$ cat src/rtl/nibble_serial_adder.sv
// nibble_serial_adder: adds two 4*NIBBLES-bit operands with a single 4-bit
// ripple-carry adder, one nibble per cycle, least significant nibble first.
// Operands enter on a valid/ready handshake; the registered sum and carry-out
// leave on a second valid/ready handshake and hold until the next result.

// ripplecarry: 4-bit ripple-carry adder built from four full-adder cells.
module ripplecarry (
    input  logic [3:0] i_a,
    input  logic [3:0] i_b,
    input  logic       i_cin,
    output logic [3:0] o_sum,
    output logic       o_c4
);
    logic [4:0] w_c;

    assign w_c[0] = i_cin;

    for (genvar gi = 0; gi < 4; gi++) begin : g_fa
        assign o_sum[gi]  = i_a[gi] ^ i_b[gi] ^ w_c[gi];
        assign w_c[gi+1]  = (i_a[gi] & i_b[gi]) | (w_c[gi] & (i_a[gi] ^ i_b[gi]));
    end

    assign o_c4 = w_c[4];
endmodule

module nibble_serial_adder #(
    parameter int NIBBLES = 4
) (
    input  logic                   clk,
    input  logic                   rst_n,
    input  logic                   in_valid,
    output logic                   in_ready,
    input  logic [4*NIBBLES-1:0]   a,
    input  logic [4*NIBBLES-1:0]   b,
    input  logic                   cin,
    output logic                   out_valid,
    input  logic                   out_ready,
    output logic [4*NIBBLES-1:0]   sum,
    output logic                   cout,
    output logic                   busy
);
    localparam int W  = 4 * NIBBLES;
    // Index wide enough to hold NIBBLES-1 even when NIBBLES is 1.
    localparam int IW = $clog2(NIBBLES + 1);
    localparam logic [IW-1:0] LAST_IDX = IW'(NIBBLES - 1);

    typedef enum logic [1:0] {
        S_IDLE = 2'd0,
        S_RUN  = 2'd1,
        S_DONE = 2'd2
    } state_t;

    state_t        r_state;
    state_t        w_state_next;

    logic [W-1:0]  r_a_sh;
    logic [W-1:0]  r_b_sh;
    logic [W-1:0]  r_work;
    logic [W-1:0]  r_sum;
    logic          r_carry;
    logic          r_cout;
    logic [IW-1:0] r_idx;

    logic [3:0]    w_nib_sum;
    logic          w_c4;
    logic [W-1:0]  w_work_next;
    logic          w_last;

    // The one shared 4-bit adder always sees the low nibble of each shift register.
    ripplecarry u_rca (
        .i_a   (r_a_sh[3:0]),
        .i_b   (r_b_sh[3:0]),
        .i_cin (r_carry),
        .o_sum (w_nib_sum),
        .o_c4  (w_c4)
    );

    // New nibble enters at the top; after NIBBLES steps nibble 0 sits at the bottom.
    if (NIBBLES == 1) begin : g_work_one
        assign w_work_next = w_nib_sum;
    end else begin : g_work_many
        assign w_work_next = {w_nib_sum, r_work[W-1:4]};
    end

    assign w_last = (r_idx == LAST_IDX);
    assign sum    = r_sum;
    assign cout   = r_cout;

    // State register.
    always_ff @(posedge clk or negedge rst_n) begin
        if (!rst_n) begin
            r_state <= S_IDLE;
        end else begin
            r_state <= w_state_next;
        end
    end

    // Next-state logic; handshake flags are decoded from the state register alone.
    always_comb begin
        w_state_next = r_state;
        in_ready     = 1'b0;
        out_valid    = 1'b0;
        busy         = 1'b0;
        case (r_state)
            S_IDLE: begin
                in_ready = 1'b1;
                if (in_valid) begin
                    w_state_next = S_RUN;
                end
            end
            S_RUN: begin
                busy = 1'b1;
                if (w_last) begin
                    w_state_next = S_DONE;
                end
            end
            S_DONE: begin
                busy      = 1'b1;
                out_valid = 1'b1;
                if (out_ready) begin
                    w_state_next = S_IDLE;
                end
            end
            default: begin
                w_state_next = S_IDLE;
            end
        endcase
    end

    // Datapath: load operands on accept, step one nibble per RUN cycle, publish on the last step.
    always_ff @(posedge clk or negedge rst_n) begin
        if (!rst_n) begin
            r_a_sh  <= '0;
            r_b_sh  <= '0;
            r_work  <= '0;
            r_sum   <= '0;
            r_carry <= 1'b0;
            r_cout  <= 1'b0;
            r_idx   <= '0;
        end else begin
            case (r_state)
                S_IDLE: begin
                    if (in_valid) begin
                        r_a_sh  <= a;
                        r_b_sh  <= b;
                        r_carry <= cin;
                        r_idx   <= '0;
                    end
                end
                S_RUN: begin
                    r_work  <= w_work_next;
                    r_carry <= w_c4;
                    r_a_sh  <= r_a_sh >> 4;
                    r_b_sh  <= r_b_sh >> 4;
                    r_idx   <= r_idx + IW'(1);
                    if (w_last) begin
                        r_sum  <= w_work_next;
                        r_cout <= w_c4;
                    end
                end
                default: begin
                end
            endcase
        end
    end
endmodule

$ cat config.mk
export PLATFORM = sky130hd
export DESIGN_NAME = nibble_serial_adder
export DESIGN_NICKNAME = d
export VERILOG_FILES = /design/src/rtl/nibble_serial_adder.sv
export SDC_FILE = /design/constraint.sdc
export NUM_CORES = 1
export LEC_CHECK = 0
export ABC_AREA = 1
export BUFFER_PORTS_ARGS = -buffer_cell sky130_fd_sc_hd__buf_2
export CAP_MARGIN = 20
export CORE_AREA = 3 3 94 105
export DETAILED_ROUTE_END_ITERATION = 10
export DIE_AREA = 0 0 97 108
export SYNTH_ARGS = -nofsm -noshare
export SYNTH_HDL_FRONTEND = slang
export SYNTH_HIERARCHICAL = 1
export SYNTH_SLANG_ARGS = --single-unit
export TNS_END_PERCENT = 1
$ cat constraint.sdc
create_clock -name clk -period 2.95 [get_ports clk]
set_input_delay 0.1475 -clock clk [delete_from_list [all_inputs] [get_ports clk]]
set_output_delay 0.1475 -clock clk [all_outputs]
set_load 0.02 [all_outputs]
* Yosys cells after proc, flatten, opt, wreduce, memory -nomap -nowiden
Cells that the tools add are included. Widths: inputs -> output; s select.
Storage, ports and cells: bits in registers 71, input port bits 37, output and inout port bits 20
Operators by class: bitwise operators 20, $add $sub $neg 1, eq/ne operators 6, mux-type cells 15, reduce and logical (&&, ||, !) cells 6
Operator list (count):
- $pmux 16 s2 | 2
- $mux 16 | 2
- $and 1x1->1 | 8
- $xor 1x1->1 | 8
- $mux 2 | 3
- $ne 2x2->1 const B | 3
- $pmux 2 s3 | 1
- $pmux 3 s2 | 1
- $mux 1 | 4
- $or 1x1->1 | 4
- $reduce_and 2->1 | 2
- $add 3x1->3 const B | 1
- $eq 3x2->1 const B | 1
- $mux 3 | 1
- $reduce_and 3->1 | 1
- $eq 2x1->1 const B | 1
- $eq 2x2->1 const B | 1
- $logic_not 2->1 | 1
- $pmux 1 s2 | 1
- $reduce_bool 2->1 | 1
- $reduce_or 2->1 | 1

* Logic depth before layout (Yosys ltp)
Gate-level depths: netlist of run 1.
word-level depth 10, mapped depth 12, gate-level depth less buffers 12

* Hierarchy
Netlist of run 1, hierarchy kept.
By module, submodules not included:
- nibble_serial_adder | area each 3120.5 µm², cells each 373, instances 1, seq. area each 1676.6 µm²
- ripplecarry | area each 117.6 µm², cells each 14, instances 1, seq. area each 0.0 µm²

* Least setup slack after synthesis of run 1
No wires, ideal clock.
path type register to register, start reg r_a_sh[0], end reg r_work[15], library setup time 0.083 ns, cell stages (with the launch flop) 11, arrival 2.018 ns, buffers on the path 0, path slack 0.850 ns, period minus slack after synthesis 2.100 ns, cell sequence dfrtp_1 fa_1 inv_1 fa_1 inv_1 fa_1 inv_1 fa_1 inv_1 nand2_1 o21ai_0
Between the ends: longest elaborated chain between the ends 8, elaborated cells between the ends (all ways) 9, classes of those cells 9 x bitwise
Ends and longest elaborated chain:
- start: declaration | line 56 | logic [W-1:0] r_a_sh;
- start signal: assignment | line 153 | r_a_sh <= r_a_sh >> 4;
- $xor 1x1->1 | line 20 | assign w_c[gi+1] = (i_a[gi] & i_b[gi]) | (w_c[gi] & (i_a[gi] ^ i_b[gi]));
- $and 1x1->1 | line 20
- $or 1x1->1 * | line 20
- $and 1x1->1 * | line 20
- $or 1x1->1 * | line 20
- $and 1x1->1 * | line 20
- $or 1x1->1 * | line 20
- $xor 1x1->1 * | line 19 | assign o_sum[gi] = i_a[gi] ^ i_b[gi] ^ w_c[gi];
- named net w_nib_sum[3] | line 64 | logic [3:0] w_nib_sum;
- end signal: assignment | line 151 | r_work <= w_work_next;
- end: declaration | line 58 | logic [W-1:0] r_work;
Mark *: on every way through the listed nets, which the timed path passes. The rest lies on a longest branch. A chain may end at the register's enable or synchronous reset.

* Final worst setup path of run 1
Same ends and word-level chain as after synthesis.

==> out/results.md, run 1 <==
| Parameter | This run |
|:---|:---|
| Run status | completed |
| Maximum fanout count along the critical path | 2 |
| Setup skew after layout | 2.85 ps |
| Post-CTS Setup Inserts | 0 |
| Most common cell after layout, fill and taps aside | sky130_fd_sc_hd__nand2_1 |
| Length of the first detailed-routing pass in iterations | 4 |
| DP HPWL | 4290 microns |
| Pwr Total | 0.00402 W |
| Core area | 8870 sq um |
| Largest net degree at the start of global routing | 79 |
| Number of cell instances on the worst register-to-register path | 10 |
| Proportion of layout cells with a drive suffix above 1 | 0.200 |
| CP Data Arrival Time | 2470 ps |
| Global-route wire length before repair | 11700 microns |
| Boundary Pins | 57 |
| Die span in y | 108 microns |
| Slew Limit Headroom | 0.524 |
| Initial standard-cell utilization of the core | 0.365 |
| Static leakage power | 2.12 nW |
| Number of setup violations in the final report | 0 |
| Max Cap Viol | 0 |
| Maximum clock frequency | 0.452 GHz |
| Number of nets in the synthesized netlist | 433 |
| Number of nets with antenna violations after detailed routing | 0 |
| Avg Cell Area, Syn | 8.37 sq um |
| Worst EP required | 3210 ps |
| Mapped cell area | 3240 sq um |
| Launch instance of the worst register-to-register path | r_a_sh[0] |
| VDD IR max | 0.376 mV |
| Via/cell ratio | 4.50 |
| Wire per inst | 11.6 microns |
| Number of antenna cells inserted | 0 |
| Number of storage elements in the synthesis netlist | 67 |
| Worst-margin pin slew | 714 ps |
| Via count of the routed design | 2541 |
| Capture point of the worst reg-to-reg path | r_work[15] |
| Count of warnings emitted by yosys | 6 |
| Sequential-to-total area share from yosys stat | 0.518 |
| Clock insertion delay at the later pin of the skew report | 330 ps |
| Hold wc startpoint | in_valid |
| Cell-by-cell listing of the critical path | fa_1, inv_1, fa_1, inv_1, fa_1, inv_1, fa_1, inv_1, nand2_1, o21ai_0 |
| Kind of end point of the critical path | flop |
| Register-to-register setup slack | 740 ps |
| Clock buffer depth | 2 |
| Global route total overflow | 0 |
| Worst-case hold path end point | r_state[0] |
| Kind of start point of the critical path | flop |
| Clock Root Buffer | sky130_fd_sc_hd__clkbuf_8 |
| Fin crit period | 2210 ps |
| Number of filler instances in the final layout | 905 |
| Worst stage delay on the critical path | 410 ps |
| Hold crit path type | in2reg |
| Clock sinks | 67 |
| Crit path buffers/inverters | 4 |
| Total clock buffers created by CTS | 9 |
| DR iter-0 viols | 104 |
| Row Count | 36 |
| Via count of the first global-routing pass | 2596 |
| Critical path's slowest cell | sky130_fd_sc_hd__fa_1 |
| Critical path class | reg2reg |
| H-tree lvl count | 3 |
| Number of input and output port buffers inserted | 56 |
| Power density over the cells | 1040 nW/um^2 |
| Hold path depth | 3 |
| Top delay family on crit path | adder cells |
| Sum of negative setup slack | 0 ps |
| Number of nets in the layout | 492 |
| Antenna violations before repair | 0 |
| Global placement routability congestion | 0.747 |
| Worst-path clk slew | 70 ps |
| X dimension of the die | 97 microns |
| Count of different cell masters after synthesis | 19 |
| Overall Global Routing Usage | 0.137 |
| Area enclosed by the die boundary | 10500 sq um |
| Crit share post-route | 0.750 |
| Unrepaired setup endpoints after global routing | false |
| Most used cells in the layout excluding fill and tap cells | sky130_fd_sc_hd__nand2_1, sky130_fd_sc_hd__dfrtp_1, sky130_fd_sc_hd__buf_2 |
| Final routed DRC violation total | 0 |
| Cell count after synthesis | 387 |
| DRT Wirelength | 6540 microns |
| Final Hold Viols | 0 |
| Area growth from synthesis to final layout | 19.4% |
| Max Slew Vio Count | 0 |
| TritonCTS clock tree | yes |
[per-layer routing]
layer	GRT usage	share of wire	vias up	routed length (microns)
met5	0	0	-	0
met1	0.171	0.45	1167	2970
met2	0.228	0.48	53	3160
li1	-	-	1311	-
met4	0.0451	0.016	0	106
met3	0.0400	0.046	10	304
[what timing repair did]
item,4_1_cts,5_1_grt
hold buffers,9,0
endpoints found under the hold margin,35,0
resized for setup,0,0
[cells by family (layout without fill, tap and decap cells)]
family                   after synthesis  after routing  share of synthesized area
AND/OR/NAND/NOR                      184            184                      0.248
buffers and inverters                 76            140                      0.112
flip-flops                            67             67                      0.518
AO/OA/AOI/OAI                         51             51                     0.0788
adder cells (fa/ha/maj)                9              9                     0.0441
[worst max-delay path by stage]
stage | startpoint | endpoint | slack, ps | cells past startpoint
finish | r_a_sh[0] | r_work[15] | 740 | 10
global route | r_a_sh[0] | r_work[15] | 550 | 10
CTS | r_a_sh[0] | r_work[15] | 720 | 10
detailed placement | r_a_sh[0] | r_work[15] | 730 | 10
global placement | r_a_sh[0] | r_work[15] | 770 | 10
floorplan | r_a_sh[0] | r_work[15] | 850 | 10
[synthesized netlist by cell type]
cell | instances | area (sq um)
sky130_fd_sc_hd__nand2_1 | 140 | 526
sky130_fd_sc_hd__dfrtp_1 | 67 | 1680
sky130_fd_sc_hd__inv_1 | 53 | 199
sky130_fd_sc_hd__o21ai_0 | 39 | 195
sky130_fd_sc_hd__nand3_1 | 32 | 160
sky130_fd_sc_hd__o21ai_1 | 12 | 60.1
sky130_fd_sc_hd__buf_2 | 8 | 40.0
sky130_fd_sc_hd__buf_6 | 7 | 78.8
sky130_fd_sc_hd__nand3_2 | 7 | 70.1
sky130_fd_sc_hd__ha_1 | 5 | 62.6
sky130_fd_sc_hd__fa_1 | 4 | 80.1
sky130_fd_sc_hd__buf_4 | 3 | 22.5
sky130_fd_sc_hd__clkbuf_2 | 2 | 10.0
sky130_fd_sc_hd__inv_2 | 2 | 7.51
sky130_fd_sc_hd__nand2_4 | 2 | 22.5
sky130_fd_sc_hd__clkbuf_1 | 1 | 3.75
sky130_fd_sc_hd__nand2_2 | 1 | 6.26
sky130_fd_sc_hd__nand4_1 | 1 | 6.26
sky130_fd_sc_hd__nor2_4 | 1 | 11.3
[area by class of cell]
type                    count  area [sq um]  share of cell area
clock inverters             5          75.1              0.0194
repair buffers             69           413               0.107
inverters                  55           206              0.0534
well taps                 114           143              0.0369
flip-flops and latches     67          1680               0.434
multi-input cells         244          1200               0.311
clock buffers              11           151              0.0391
[tightest hold or removal path, cell delays in order]
cell                      delay (ps)
sky130_fd_sc_hd__buf_2           110
sky130_fd_sc_hd__nand4_1          80
sky130_fd_sc_hd__nand2_1          50
[state kept, by name (all words and copies together), names as in the netlist]
register / count
sum: 16
r_idx: 3
r_state: 2
cout: 1
r_carry: 1
r_a_sh: 16
r_b_sh: 16
r_work: 12
[per-stage QoR]
| stage | setup WS, ps | hold WS [ps] | instance area, sq um | instances | util |
|---|---|---|---|---|---|
| 6_report | 737 | 93.9 | 3870 | 565 | 0.436 |
| 5_1_grt | 550 | 102 | 3870 | 565 | 0.436 |
| 4_1_cts | 722 | 70.5 | 3870 | 565 | 0.436 |
| 3_5_place_dp | 733 | 232 | 3550 | 540 | 0.400 |
| 3_3_place_gp | 766 | 228 | 3550 | 540 | 0.400 |
| 2_1_floorplan | 850 | -148 | 3240 | 387 | - |
[power breakdown]
group          total, W  switching, W  internal, W  leakage (nW)
Combinational   0.00163       0.00108     0.000555          1.14
Clock          0.000851      0.000333     0.000517         0.119
Sequential      0.00154      0.000212      0.00133         0.860
Total           0.00402       0.00162      0.00240          2.12
Power figures use the tool's default switching activity.
==> run 2, diff against run 1 <==
==> constraint.sdc (replaced) <==
create_clock -name clk -period 1.8 [get_ports clk]
set_input_delay 0.09 -clock clk [delete_from_list [all_inputs] [get_ports clk]]
set_output_delay 0.09 -clock clk [all_outputs]
set_load 0.02 [all_outputs]
==> run 2 against run 1 <==
The flow now finishes with violations (negative setup slack). First-iteration DRC count shrank 20%. Routed wire length up 0.54%. Register-to-register slack worse by 1100 ps.
==> out/results.md, run 2 (synthesis results as in run 1) <==
| Parameter | This run |
|:---|:---|
| Boundary Pins | 57 |
| Power density over the cells | 1750 nW/um^2 |
| Area growth from synthesis to final layout | 22.7% |
| Core area | 8870 sq um |
| CP Data Arrival Time | 2390 ps |
| Maximum fanout count along the critical path | 2 |
| Wire per inst | 11.5 microns |
| Number of nets with antenna violations after detailed routing | 0 |
| Via/cell ratio | 4.38 |
| Clock share of power | 0.222 |
| Post-layout utilization of the core | 0.448 |
| Total clock buffers created by CTS | 9 |
| Worst-path clk slew | 70 ps |
| Sum of negative setup slack | -902 ps |
| Global-route wire length before repair | 11500 microns |
| Number of nets in the layout | 498 |
| Failing checks | negative setup slack |
| Final Hold Viols | 0 |
| VDD IR max | 0.832 mV |
| Via count of the first global-routing pass | 2449 |
| Row Count | 36 |
| Slew Limit Headroom | 0.758 |
| Clock insertion delay at the later pin of the skew report | 340 ps |
| Kind of end point of the critical path | flop |
| Most common cell after layout, fill and taps aside | sky130_fd_sc_hd__nand2_1 |
| Kind of start point of the critical path | flop |
| Combinational Power Share | 0.415 |
| Maximum clock frequency | 0.471 GHz |
| H-tree lvl count | 3 |
| Post-CTS Setup Inserts | 0 |
| Final routed DRC violation total | 0 |
| Proportion of layout cells with a drive suffix above 1 | 0.230 |
| Run status | finished with violations |
| Switching part of the total power | 0.402 |
| Die span in y | 108 microns |
| Unrepaired setup endpoints after global routing | true |
| Global route total overflow | 0 |
| Critical path class | reg2reg |
| X dimension of the die | 97 microns |
| Length of the first detailed-routing pass in iterations | 4 |
| Largest net degree at the start of global routing | 68 |
| Fin crit period | 2130 ps |
| Hold crit path type | in2reg |
| DRT Wirelength | 6570 microns |
| TritonCTS clock tree | yes |
| Sequential Power Share | 0.363 |
| Worst EP required | 2070 ps |
| Number of setup violations in the final report | 4 |
| Number of input and output port buffers inserted | 56 |
| Via count of the routed design | 2503 |
| Pint | 0.00416 W |
| DP HPWL | 4330 microns |
| Clock Root Buffer | sky130_fd_sc_hd__clkbuf_8 |
| Area enclosed by the die boundary | 10500 sq um |
| Worst-margin pin slew | 363 ps |
| Overall Global Routing Usage | 0.134 |
| Crit share post-route | 1.18 |
| PnR worst setup slack | -325 ps |
| Clock sinks | 67 |
| P_sw | 0.00279 W |
| Global placement routability congestion | 0.757 |
| Max Slew Vio Count | 0 |
| Initial standard-cell utilization of the core | 0.365 |
| Clock buffer depth | 2 |
| DR iter-0 viols | 83 |
| Max Cap Viol | 0 |
| Setup skew after layout | 9.41 ps |
| Most used cells in the layout excluding fill and tap cells | sky130_fd_sc_hd__nand2_1, sky130_fd_sc_hd__dfrtp_1, sky130_fd_sc_hd__buf_2 |
| Static leakage power | 2.16 nW |
| Number of antenna cells inserted | 0 |
| Antenna violations before repair | 0 |
==> run 2: final timing paths <==
kind / start / cells past startpoint / to / slack, ps
worst max-delay path: r_a_sh[0] / 10 / r_work[15] / -330
worst min-delay path: in_valid / 3 / r_state[0] / 40
worst max register to register: r_a_sh[0] / 10 / r_work[15] / -330
worst min register to register: r_work[11] / 2 / r_work[7] / 480
max in group asynchronous: rst_n / 3 / r_state[0] / 1200
min in group asynchronous: rst_n / 3 / sum[0] / 290
==> run 2: routing by layer <==
metal	global-route usage	wire length [microns]	vias to the layer above
met5	0	0	-
met4	0.0391	56	0
met3	0.0348	292	7
met2	0.220	3060	50
met1	0.175	3160	1126
li1	-	-	1320
==> run 2: power groups by stage <==
stage                     Sequential [W]  Clock, W  Combinational, W
after floorplan                  0.00268         0           0.00204
after global placement           0.00253         0           0.00279
after detailed placement         0.00256         0           0.00285
after CTS                        0.00253   0.00159           0.00291
after global routing             0.00262   0.00166           0.00334
final                            0.00253   0.00155           0.00289
==> run 2: cell type report <==
cell class | count | area, sq um
flip-flops and latches | 67 | 1680
clock buffers | 9 | 124
repair buffers | 75 | 483
inverters | 55 | 206
multi-input cells | 244 | 1220
fillers | 896 | 4900
well taps | 114 | 143
clock inverters | 7 | 125
==> run 2: per-stage QoR <==
stage / power, W / setup slack (ps) / hold WS, ps / std cells / instance area (sq um)
after CTS: 0.00703 / -368 / 21.3 / 571 / 3970
final: 0.00696 / -325 / 44.1 / 571 / 3970
after global routing: 0.00761 / -413 / 55.4 / 571 / 3970
after floorplan: 0.00472 / -263 / -206 / 387 / 3240
after global placement: 0.00532 / -321 / 145 / 546 / 3620
after detailed placement: 0.00541 / -375 / 139 / 546 / 3620
==> run 2: repair_timing <==
item / 4_1_cts / 5_1_grt
setup endpoints to repair: 4 / 6
hold buffers: 9 / 0
endpoints found under the hold margin: 75 / 0
pin swaps: 2 / 2
resized for setup: 6 / 3
==> run 2: critical path, stage by stage, from the launching register on <==
cell and delay (ps):
sky130_fd_sc_hd__dfrtp_1 410, sky130_fd_sc_hd__fa_2 400, sky130_fd_sc_hd__inv_2 60, sky130_fd_sc_hd__fa_2 180, sky130_fd_sc_hd__inv_2 40, sky130_fd_sc_hd__fa_2 320, sky130_fd_sc_hd__inv_2 60, sky130_fd_sc_hd__fa_1 410
sky130_fd_sc_hd__inv_2 80, sky130_fd_sc_hd__nand2_2 50, sky130_fd_sc_hd__o21ai_2 60
